$ cat config.mk
export PLATFORM = sky130hd
export DESIGN_NAME = alu_seq_unit
export DESIGN_NICKNAME = d
export VERILOG_FILES = /design/src/rtl/alu_seq_unit.sv
export SDC_FILE = /design/constraint.sdc
export NUM_CORES = 1
export LEC_CHECK = 0
export BUFFER_PORTS_ARGS = -buffer_cell sky130_fd_sc_hd__buf_2
export CAP_MARGIN = 20
export CORE_ASPECT_RATIO = 0.75
export CORE_MARGIN = 4
export CORE_UTILIZATION = 28
export DETAILED_ROUTE_END_ITERATION = 8
export PLACE_DENSITY = 0.44
export SYNTH_ARGS = -nofsm -noshare
export SYNTH_HDL_FRONTEND = slang
export SYNTH_SLANG_ARGS = --single-unit
$ cat constraint.sdc
create_clock -name Clock -period 4.9 [get_ports Clock]
set_clock_uncertainty 0.2 [all_clocks]
set_input_delay 0 -clock Clock [delete_from_list [all_inputs] [get_ports Clock]]
set_output_delay 0 -clock Clock [all_outputs]
set_load 0.03 [all_outputs]
$ cat src/rtl/alu_seq_unit.sv
// ALU with funct decode, a registered execute stage and iterative shift/multiply behind start/busy/done.
// Optional macro ALU_SEQ_MUL_EN builds the shift-add multiplier; without it funct 1001 decodes as invalid.
module alu_seq_unit #(
    parameter int WIDTH      = 24,
    parameter int SHW        = 5,
    parameter int MUL_CYCLES = WIDTH
) (
    input  logic             Clock,
    input  logic             Reset,
    input  logic             start,
    input  logic [1:0]       ALUOp,
    input  logic [3:0]       funct,
    input  logic [WIDTH-1:0] A,
    input  logic [WIDTH-1:0] B,
    output logic             busy,
    output logic             done,
    output logic [WIDTH-1:0] result,
    output logic             zero,
    output logic             ovf,
    output logic             invalid
);
    localparam int MAXIT = (MUL_CYCLES > WIDTH) ? MUL_CYCLES : WIDTH;
    localparam int CW    = $clog2(MAXIT + 1);

    typedef enum logic [1:0] {IDLE, ITER, DONE} state_t;
    typedef enum logic [3:0] {
        OP_AND, OP_OR, OP_ADD, OP_SUB, OP_NOR, OP_XOR, OP_SLT, OP_SLL, OP_SRL, OP_MUL, OP_INV
    } op_t;

    state_t           state, next_state;
    op_t              dec_op, op_r;
    logic [WIDTH-1:0] opa;
    logic [CW-1:0]    cnt, sh_amt;
    logic [31:0]      sh_raw;
    logic [WIDTH-1:0] sum, diff, single_res, iter_res;
    logic             single_ovf, accept, to_iter, last_iter;
`ifdef ALU_SEQ_MUL_EN
    logic [WIDTH-1:0] acc, opb;
`endif

    always_comb begin
        dec_op = OP_INV;
        case (ALUOp)
            2'b00: dec_op = OP_ADD;
            2'b01: dec_op = OP_SUB;
            2'b10: begin
                case (funct)
                    4'b0000: dec_op = OP_AND;
                    4'b0001: dec_op = OP_OR;
                    4'b0010: dec_op = OP_ADD;
                    4'b0011: dec_op = OP_SUB;
                    4'b0100: dec_op = OP_NOR;
                    4'b0101: dec_op = OP_XOR;
                    4'b0110: dec_op = OP_SLT;
                    4'b0111: dec_op = OP_SLL;
                    4'b1000: dec_op = OP_SRL;
                    4'b1001: begin
`ifdef ALU_SEQ_MUL_EN
                        dec_op = OP_MUL;
`else
                        dec_op = OP_INV;
`endif
                    end
                    default: dec_op = OP_INV;
                endcase
            end
            default: dec_op = OP_INV;
        endcase
    end

    // Shift amounts at or beyond the word width all collapse to exactly WIDTH iterations.
    always_comb begin
        sh_raw = 32'(B[SHW-1:0]);
        sh_amt = (sh_raw >= 32'(WIDTH)) ? CW'(WIDTH) : CW'(sh_raw);
    end

    always_comb begin
        sum        = A + B;
        diff       = A - B;
        single_res = '0;
        single_ovf = 1'b0;
        case (dec_op)
            OP_AND: single_res = A & B;
            OP_OR:  single_res = A | B;
            OP_ADD: begin
                single_res = sum;
                single_ovf = (A[WIDTH-1] == B[WIDTH-1]) && (sum[WIDTH-1] != A[WIDTH-1]);
            end
            OP_SUB: begin
                single_res = diff;
                single_ovf = (A[WIDTH-1] != B[WIDTH-1]) && (diff[WIDTH-1] != A[WIDTH-1]);
            end
            OP_NOR: single_res = ~(A | B);
            OP_XOR: single_res = A ^ B;
            OP_SLT: single_res = {{(WIDTH-1){1'b0}}, ($signed(A) < $signed(B))};
            OP_SLL, OP_SRL: single_res = A;
            default: single_res = '0;
        endcase
    end

    assign accept    = (state == IDLE) && start;
    assign to_iter   = (((dec_op == OP_SLL) || (dec_op == OP_SRL)) && (sh_amt != '0))
                       || (dec_op == OP_MUL);
    assign last_iter = (state == ITER) && (cnt == CW'(1));

    // Value the working registers take on the current iteration, committed to result on the last one.
    always_comb begin
        iter_res = '0;
        case (op_r)
            OP_SLL: iter_res = opa << 1;
            OP_SRL: iter_res = opa >> 1;
`ifdef ALU_SEQ_MUL_EN
            OP_MUL: iter_res = opb[0] ? (acc + opa) : acc;
`endif
            default: iter_res = '0;
        endcase
    end

    always_ff @(posedge Clock) begin
        if (Reset) state <= IDLE;
        else       state <= next_state;
    end

    always_comb begin
        next_state = state;
        busy       = 1'b0;
        done       = 1'b0;
        case (state)
            IDLE: if (start) next_state = to_iter ? ITER : DONE;
            ITER: begin
                busy = 1'b1;
                if (last_iter) next_state = DONE;
            end
            DONE: begin
                done       = 1'b1;
                next_state = IDLE;
            end
            default: next_state = IDLE;
        endcase
    end

    // Operands are captured at accept so later input changes cannot disturb an in-flight operation.
    always_ff @(posedge Clock) begin
        if (Reset) begin
            op_r    <= OP_INV;
            opa     <= '0;
            cnt     <= '0;
            result  <= '0;
            zero    <= 1'b0;
            ovf     <= 1'b0;
            invalid <= 1'b0;
`ifdef ALU_SEQ_MUL_EN
            acc     <= '0;
            opb     <= '0;
`endif
        end else if (accept) begin
            op_r <= dec_op;
            opa  <= A;
            cnt  <= (dec_op == OP_MUL) ? CW'(MUL_CYCLES) : sh_amt;
`ifdef ALU_SEQ_MUL_EN
            acc  <= '0;
            opb  <= B;
`endif
            if (!to_iter) begin
                result  <= single_res;
                zero    <= (single_res == '0);
                ovf     <= single_ovf;
                invalid <= (dec_op == OP_INV);
            end
        end else if (state == ITER) begin
            opa <= (op_r == OP_SRL) ? (opa >> 1) : (opa << 1);
            cnt <= cnt - CW'(1);
`ifdef ALU_SEQ_MUL_EN
            if (op_r == OP_MUL) begin
                acc <= iter_res;
                opb <= opb >> 1;
            end
`endif
            if (last_iter) begin
                result  <= iter_res;
                zero    <= (iter_res == '0);
                ovf     <= 1'b0;
                invalid <= 1'b0;
            end
        end
    end
endmodule
==> results.md, run 1 <==
- Total track usage: 20.2%
- Clk pwr share: 31.2%
- Reg-to-reg startpoint: cnt[1]
- Largest area contributor in the netlist: dfxtp_1
- Hold buffer count at CTS: 20
- Post-synth ARST share: 0%
- Crit path max fanout: 5
- GRT Residual Overflow: 0
- Crit end category: register
- Routed WL: 30900 um
- Synthesized net count: 1188
- Hold Path End: opa[9]
- Seq cells post-synth: 62
- Number of H-tree levels: 3
- IO Pins: 86
- Mapped Area: 7490 sq um
- Share of the synthesized area in the top cell type: 16.6%
- Total negative slack: 0 ns
- RSZ-0062 raised after global routing: false
- Clk slew on worst S/H paths: 0.05 ns
- Top cells by area, synth: dfxtp_1 (17%), ha_1 (14%), a21oi_1 (6.9%)
- Setup Buffers After CTS: 0
- Fillcell total: 2874
- Yosys Warn Count: 0
- Post-Place Cell Area: 8140 sq um
- Slew @ Worst Pin: 1.16 ns
- Hold Path Class: input port to register
- Die area: 29500 sq um
- Die Wd: 197 um
- R2R depth: 11
- Leakage power: 3.62 nW
- Most frequent cells after synthesis: nor2_1 (118), nand2_1 (116), a21oi_1 (104)
- Post-CTS Resized: 0
- Final Hold Viols: 0
- Worst Hold Depth: 5
- Distinct cells, synth: 85
- Clock latency on the worst-skew pair: 0.33 ns
- DR WL/cell: 21.3 um
- Area grow syn2layout: 15.4%
- WS Path Type: input port to register
- HP Start: A[9]
- N_diodes: 0
- Synth Instances: 1047
- Logic gate share of total power: 39.9%
- Detail-routed via count per cell: 5.81
- Worst setup slack for register-to-register paths: 1.44 ns
- CTS buffer count: 9
- Slew Viols, Final: 0
- Synth Flop Type: dfxtp_1
- Register area: 1240 sq um
- Status: completed
- CP arrival: 4.04 ns
- HPWL Detailed: 23400 um
- Max_cap viols: 0
- Tmin final: 4.00 ns
- Port Buffer Count: 85
- DR iter-0 viols: 1003
- Initial antenna violation count: 1
- Fraction of layout cells with a size suffix above 1: 12.7%
- CP Launch Type: input port
- Cell Rows: 51
- Core Region: 26200 sq um
- Reg-to-reg critical path endpoint: zero
- Worst EP required: 4.94 ns
- Post-synth EDFFs: 0
- Pre-CTS WS: 1.17 ns
- Root buf cell: clkbuf_16
- Vias in the first global route: 7578
- Sw Ratio: 39.8%
- Design area: 8650 sq um
- Chip height: 150 um
- Slew Limit Headroom: 22.7%
- RePlAce Congestion: 0.938
- PD cells: 228 nW/um^2
- Routed vias: 8419
- Post-Syn Area per Cell: 7.16 sq um
- Sequential power share: 28.9%
- Footprint of the multi-input gates: 5650 sq um
- Clk buf depth: 2
- Cell with the most instances after synthesis: nor2_1
- NetSw: 786 uW
- # nets final: 1241
- First-pass GRT wire length: 46900 um
- Final worst slack: 0.902 ns
- Starting Density: 28.6%
- Number of DRC violations after detailed routing: 0
- Hold WS: 0.00726 ns
- CTS tree: built
- Final setup violation count: 0
- Post-synthesis sequential area ratio: 16.6%
- Pre-Repair DR Iteration Count: 5
- Power Internal: 1.19 mW
- Clock Sinks: 62
- Largest net degree at the start of global routing: 80
- Maximum clock rate: 250 MHz
- Max VDD drop: 0.158 mV
- Antenna Nets Post-Route: 0
- Tcrit/Tclk final: 81.6%
area by class of cell:
type / instances / area share (%)
clock buffer: 13 / 3.12
clock inverter: 3 / 0.202
inverter: 76 / 3.30
multi-input combinational: 830 / 65.3
sequential: 62 / 14.3
tap: 344 / 4.97
timing repair buffer: 121 / 8.76
worst max-delay path, cell delays in order:
cell and delay (ns):
dlygate4sd3_1 0.52, buf_2 0.17, inv_1 0.08, ha_1 0.22
fa_1 0.41, nor3_1 0.28, o31ai_1 0.17, a31oi_2 0.39
o22ai_2 0.22, o31ai_1 0.34, o221ai_1 0.18, a211oi_1 0.57
nand4_1 0.20, o32ai_2 0.27
per-stage QoR:
step	total power [mW]	util (%)	std cells
after floorplan	1.09	-	1047
after global placement	1.35	31.1	1412
after detailed placement	1.34	31.1	1412
after CTS	1.98	33.0	1448
after global routing	2.09	33.1	1449
final	1.98	33.1	1449
power groups by stage:
stage / sequential, mW / clock [mW] / combinational [mW]
global route: 0.576 / 0.655 / 0.861
CTS: 0.571 / 0.633 / 0.775
finish: 0.571 / 0.616 / 0.789
global placement: 0.582 / 0 / 0.764
floorplan: 0.598 / 0 / 0.495
detailed placement: 0.582 / 0 / 0.758
cells by family (layout without fill, tap and decap cells):
group                      count (synthesis)  count (layout)  share of synthesized area (%)
buffers and inverters                    155             213                           8.40
xor gates and xnor gates                   7               7                          0.818
DFF                                       62              62                           16.6
adders and majority gates                 84              84                           14.2
AOI/OAI and AO/OA                        375             375                           36.3
muxes                                     13              13                           1.74
and+or+nand+nor                          351             351                           22.0
registers in the layout (all words and copies together), names as in the netlist:
name,cells
cnt,5
op_r,4
ovf,1
state,2
invalid,1
zero,1
result,24
opa,24
how the worst max path moves through the flow:
stage               slack, ns  start  depth (start not counted)    endpoint
floorplan                1.96   A[0]                         12        zero
global placement         1.15   A[0]                         13        zero
detailed placement       1.17   A[0]                         13        zero
CTS                      0.94   A[0]                         14        zero
global route             0.63   A[0]                         15  result[20]
finish                   0.90   A[0]                         14        zero
placed cells by master (no fill, tap or decap), types with 5 or more instances in the layout:
| cell | n |
|---|---|
| o221ai_1 | 7 |
| xnor2_1 | 6 |
| o211ai_1 | 31 |
| dlygate4sd3_1 | 20 |
| a21oi_1 | 104 |
| buf_2 | 85 |
| a222oi_1 | 13 |
| inv_1 | 74 |
| ha_1 | 82 |
| a21o_1 | 13 |
| o21a_1 | 5 |
| buf_4 | 15 |
| nand2_1 | 115 |
| a221oi_1 | 13 |
| a211oi_1 | 18 |
| a22oi_1 | 28 |
| nor2b_1 | 8 |
| a211o_1 | 6 |
| nand3_1 | 12 |
| a311oi_1 | 27 |
| nor2_1 | 117 |
| nor3_1 | 21 |
| a221o_1 | 10 |
| nand2b_1 | 9 |
| clkbuf_16 | 9 |
| o21bai_1 | 5 |
| o31ai_1 | 13 |
| nor4_1 | 10 |
| dfxtp_1 | 62 |
| o41ai_1 | 5 |
| o21ai_0 | 24 |
| nand4_1 | 15 |
| and2_1 | 10 |
| mux2i_1 | 13 |
per-layer routing:
metal	up-vias	part of all wire [%]	global-route usage, %
met5	-	0.042	0
li1	4000	-	-
met1	4014	48	31.3
met4	2	0.40	1.42
met2	386	42	29.5
met3	17	9.8	4.55
Note: power is estimated with default switching activity, not from simulation.
==> run 2: changes to the inputs <==
Settings changed: PLACE_DENSITY 0.44 to 0.46.
Clock period 4.9 ns to 3.65 ns, I/O delays scaled along.
==> run 2 against run 1 <==
  * Global-route usage increased by 0.21 points
  * Hold slack got worse by 0.0018 ns
  * Combinational power increased by 43%
  * Worst setup slack got worse by 0.85 ns
  * Utilization increased by 1.2 points
  * Sequential power increased by 35%
  * Via count increased by 1.8%
  * Critical endpoint unchanged
  * Largest cell class unchanged
==> results.md, run 2 (synthesis gave the netlist of run 1 again) <==
- Status: completed
- Tmin final: 3.59 ns
- Post-Place Cell Area: 8460 sq um
- NetSw: 1.06 mW
- Worst path cell trace: buf_2 -> nor2b_1 -> and2_1 -> buf_4 -> buf_4 -> a222oi_1 -> o211ai_1 -> a2111oi_1 -> a21oi_1 -> or3_1 -> o32ai_2
- Largest net degree at the start of global routing: 73
- Final Hold Viols: 0
- Cell Rows: 51
- Total negative slack: 0 ns
- Tcrit/Tclk final: 98.5%
- Chip height: 150 um
- Fraction of layout cells with a size suffix above 1: 16.2%
- Slew Viols, Final: 0
- CP arrival: 3.63 ns
- Clk pwr share: 29.3%
- Commonest non-fill, non-tap cell in the layout: nor2_1
- Cell mode on critical path: buf_4
- Logic gate share of total power: 42.2%
- Number of DRC violations after detailed routing: 0
- Pre-Repair DR Iteration Count: 6
- N_diodes: 0
- Hold Path Class: input port to register
- CP peak stage delay: 0.65 ns
- CTS tree: built
- Vias in the first global route: 8070
- RePlAce Congestion: 0.971
- Maximum clock rate: 278 MHz
- Area grow syn2layout: 19.7%
- Antenna Nets Post-Route: 0
- Clk buf depth: 2
- Clk slew on worst S/H paths: 0.05 ns
- DR WL/cell: 21.1 um
- Post-layout util: 34.3%
- Die Wd: 197 um
- Core Region: 26200 sq um
- First-pass GRT wire length: 47600 um
- HPWL Detailed: 23900 um
- Clock latency on the worst-skew pair: 0.33 ns
- CP Launch Type: input port
- Leakage power: 3.80 nW
- Worst EP required: 3.69 ns
- Port Buffer Count: 85
- Max_cap viols: 0
- Crit path max fanout: 12
- Starting Density: 28.6%
- Routed vias: 8572
- PD cells: 300 nW/um^2
- Max VDD drop: 0.196 mV
- Initial antenna violation count: 0
- IO Pins: 86
- Die area: 29500 sq um
- Routed WL: 31400 um
- Total track usage: 20.4%
- Crit end category: register
- Fin cells: 1485
- Slew @ Worst Pin: 0.889 ns
- # nets final: 1278
- Final setup violation count: 0
- Top flop regs: opa x24, result x24, cnt x5
- Sequential power share: 28.5%
- Placed cells: 1453
- DR iter-0 viols: 1002
- Overall Power: 2.69 mW
- Sw Ratio: 39.4%
- Power Internal: 1.63 mW
- Worst setup slack for register-to-register paths: 0.32 ns
- Clock Sinks: 62
- Slowest-stage cell, CP: a222oi_1
- CTS buffer count: 9
- Most frequent cells in the layout: nor2_1 (117), nand2_1 (115), a21oi_1 (104)
- Number of H-tree levels: 3
- Slew Limit Headroom: 40.7%
- WS Path Type: input port to register
- RSZ-0062 raised after global routing: true
- Root buf cell: clkbuf_16
- GRT Residual Overflow: 0
- Design area: 8970 sq um
- Detail-routed via count per cell: 5.77
run 2: changes by cell type in the layout (fill, tap and decap cells not counted), moves of 2 or more:
cell / delta
dlygate4sd3_1: -4
clkbuf_1: +2
nor4_1: -2
nor4_2: +2
buf_4: +40
run 2: final cells by class:
class	count	area, sq um
fill	2846	17200
multi-input combinational	830	5700
sequential	62	1240
timing repair buffer	158	1040
tap	344	430
inverter	76	285
clock buffer	14	264
clock inverter	1	5.00
run 2: stage by stage:
step | hold slack [ns] | setup WS (ns)
finish | 0.00542 | 0.0561
global route | 0.0193 | -0.0252
CTS | 0.00239 | 0.0318
detailed placement | 0.168 | -0.0638
global placement | 0.173 | -0.129
floorplan | -0.0276 | 0.707
run 2: path summary, 6_finish.rpt:
path / from / to / cells after the start
worst max-delay path: funct[0] / zero / 11
worst min-delay path: A[21] / opa[21] / 5
worst max register to register: cnt[1] / zero / 12
worst min register to register: result[5] / result[5] / 2
run 2: power groups by stage:
stage               logic, mW  clock network (mW)  registers (mW)
floorplan               0.665                   0           0.803
global placement         1.09                   0           0.781
detailed placement       1.08                   0           0.781
CTS                      1.10               0.810           0.767
global route             1.23               0.839           0.773
finish                   1.13               0.788           0.768
run 2: per-layer routing:
metal	GRT usage, %	share of wire (%)	vias to the layer above
li1	-	-	4079
met1	30.4	47	4061
met2	30.1	42	396
met3	5.09	9.3	36
met4	3.15	1.7	0
met5	0	0	-
run 2: timing repair:
item                       CTS  global route
setup endpoints to repair    0             6
gates resized for setup      0            11
hold buffers                16             0
hold endpoints to repair    14             0
buffers inserted             0             0
run 2: critical path, delay by kind of cell:
kind / cells / cell delay [ns]
AOI/OAI and AO/OA: 5 / 1.98
buffers and inverters: 3 / 0.62
and+or+nand+nor: 3 / 1.02
==> run 3: changes to the inputs <==
Settings changed: CORE_MARGIN 4 to 8.
==> run 3 against run 2 <==
  * Clock power up 11%
  * Utilization is 0.52 points lower
  * Critical path depth rose by 3
  * Flip-flop and latch count unchanged
  * Sequential power barely moved
  * Combinational power is essentially flat
  * Non-clock buffer count did not move
  * Count of clock-buffer cells in the layout fell by 2
  * Cell count grew 0.54%
  * Largest power group unchanged
  * Maximum frequency increased by 2.3%
  * Cell area increased by 0.42%
  * Worst setup slack better by 0.080 ns
  * Highest routed layer unchanged
==> results.md, run 3 (synthesis gave the netlist of run 1 again) <==
- Status: completed
- Pre-CTS WS: -0.0344 ns
- Footprint of the multi-input gates: 5710 sq um
- Worst path cell trace: dlygate4sd3_1 -> buf_2 -> inv_2 -> ha_4 -> inv_1 -> a2111oi_2 -> a21oi_2 -> o41ai_1 -> o211ai_1 -> a21oi_1 -> nand2_1 -> nor4_1 -> nand4_1 -> o32ai_2
- Post-Place Cell Area: 8450 sq um
- Clk slew on worst S/H paths: 0.05 ns
- Post-layout util: 33.8%
- First-pass GRT wire length: 47800 um
- DR WL/cell: 20.7 um
- RSZ-0062 raised after global routing: false
- Leakage power: 3.82 nW
- RePlAce Congestion: 0.924
- Slowest-stage cell, CP: o41ai_1
- Reg-to-reg critical path endpoint: zero
- Initial antenna violation count: 0
- Worst EP required: 3.70 ns
- Cell Rows: 52
- Root buf cell: clkbuf_16
- Final worst slack: 0.137 ns
- Max_cap viols: 0
- Slew Viols, Final: 0
- GRT Residual Overflow: 0
- Port Buffer Count: 85
- Fraction of layout cells with a size suffix above 1: 16.3%
- Worst setup slack for register-to-register paths: 0.38 ns
- Maximum clock rate: 285 MHz
- IO Pins: 86
- Routed WL: 30900 um
- CP arrival: 3.57 ns
- WS Path Type: input port to register
- Fillcell total: 2949
- Slew @ Worst Pin: 0.952 ns
- Max VDD drop: 0.224 mV
- Detail-routed via count per cell: 5.66
- N_diodes: 0
- Number of H-tree levels: 3
- CP peak stage delay: 0.55 ns
- Clk buf depth: 2
- Register area: 1240 sq um
- Reg-to-reg startpoint: cnt[1]
- CP Launch Type: input port
- Clock latency on the worst-skew pair: 0.34 ns
- Slew Limit Headroom: 36.5%
- PD cells: 307 nW/um^2
- HPWL Detailed: 23800 um
- Largest net degree at the start of global routing: 67
- Tcrit/Tclk final: 96.3%
- Most frequent cells in the layout: nor2_1 (117), nand2_1 (115), a21oi_1 (104)
- Top flop regs: opa x24, result x24, cnt x5
- Clock Sinks: 62
- CTS buffer count: 9
- Routed vias: 8448
- R2R depth: 10
- Core Region: 26700 sq um
- Final setup violation count: 0
- Overall Power: 2.77 mW
- Final Hold Viols: 0
- Crit path max fanout: 8
- Number of DRC violations after detailed routing: 0
- Area grow syn2layout: 20.2%
- Pre-Repair DR Iteration Count: 7
- Design area: 9010 sq um
- HP Start: A[13]
- Die Wd: 205 um
- Worst Hold Depth: 5
- CTS tree: built
- Vias in the first global route: 8000
- Total track usage: 18.8%
- Hold Path Class: input port to register
- Tmin final: 3.51 ns
- Antenna Nets Post-Route: 0
- Hold WS: 0.00170 ns
- DR iter-0 viols: 1066
- Commonest non-fill, non-tap cell in the layout: nor2_1
- Crit end category: register
- Hold Path End: opa[13]
- Die area: 32300 sq um
- # nets final: 1278
- Starting Density: 28.1%
- Chip height: 158 um
run 3: how the worst max path moves through the flow:
stage | startpoint | end | slack [ns] | cells after the start
floorplan | A[0] | zero | 0.71 | 12
global placement | A[0] | zero | -0.08 | 13
detailed placement | A[0] | zero | -0.03 | 13
CTS | B[4] | zero | 0.04 | 13
global route | B[4] | zero | 0.004 | 15
finish | B[4] | zero | 0.14 | 14
run 3: area by class of cell:
type,instances,area share [%]
Clock buffer,12,2.85
Clock inverter,4,0.500
Inverter,76,3.17
Multi-Input combinational cell,830,63.4
Sequential cell,62,13.8
Tap cell,351,4.88
Timing Repair Buffer,158,11.5
run 3: metrics by stage:
stage	std cells	setup TNS (ns)
after floorplan	1047	0
after global placement	1457	-0.0758
after detailed placement	1457	-0.0344
after CTS	1492	0
after global routing	1493	0
final	1493	0
run 3: power by group:
part | switching [mW] | internal (mW)
Combinational | 0.713 | 0.412
Sequential | 0.0441 | 0.722
Clock | 0.314 | 0.562
run 3: what timing repair did:
item / CTS / global route
hold endpoints to repair: 19 / 0
buffers inserted: 0 / 1
hold buffers: 19 / 0
resized for setup: 0 / 11
endpoints found under the setup margin: 0 / 3
run 3: critical path: cells and delay by family:
| kind | cells | cell delay [ns] |
|---|---|---|
| AO/OA/AOI/OAI | 6 | 1.85 |
| adder cells (fa/ha/maj) | 1 | 0.31 |
| buffers and inverters | 4 | 0.86 |
| AND/OR/NAND/NOR | 3 | 0.54 |
run 3: per-layer routing:
layer  GRT usage, %  vias up  wire, um
li1               -     4071         -
met1           27.6     3981     15000
met2           27.7      356     13000
met3           3.37       40      2310
met4           4.52        0       637
met5              0        -         0
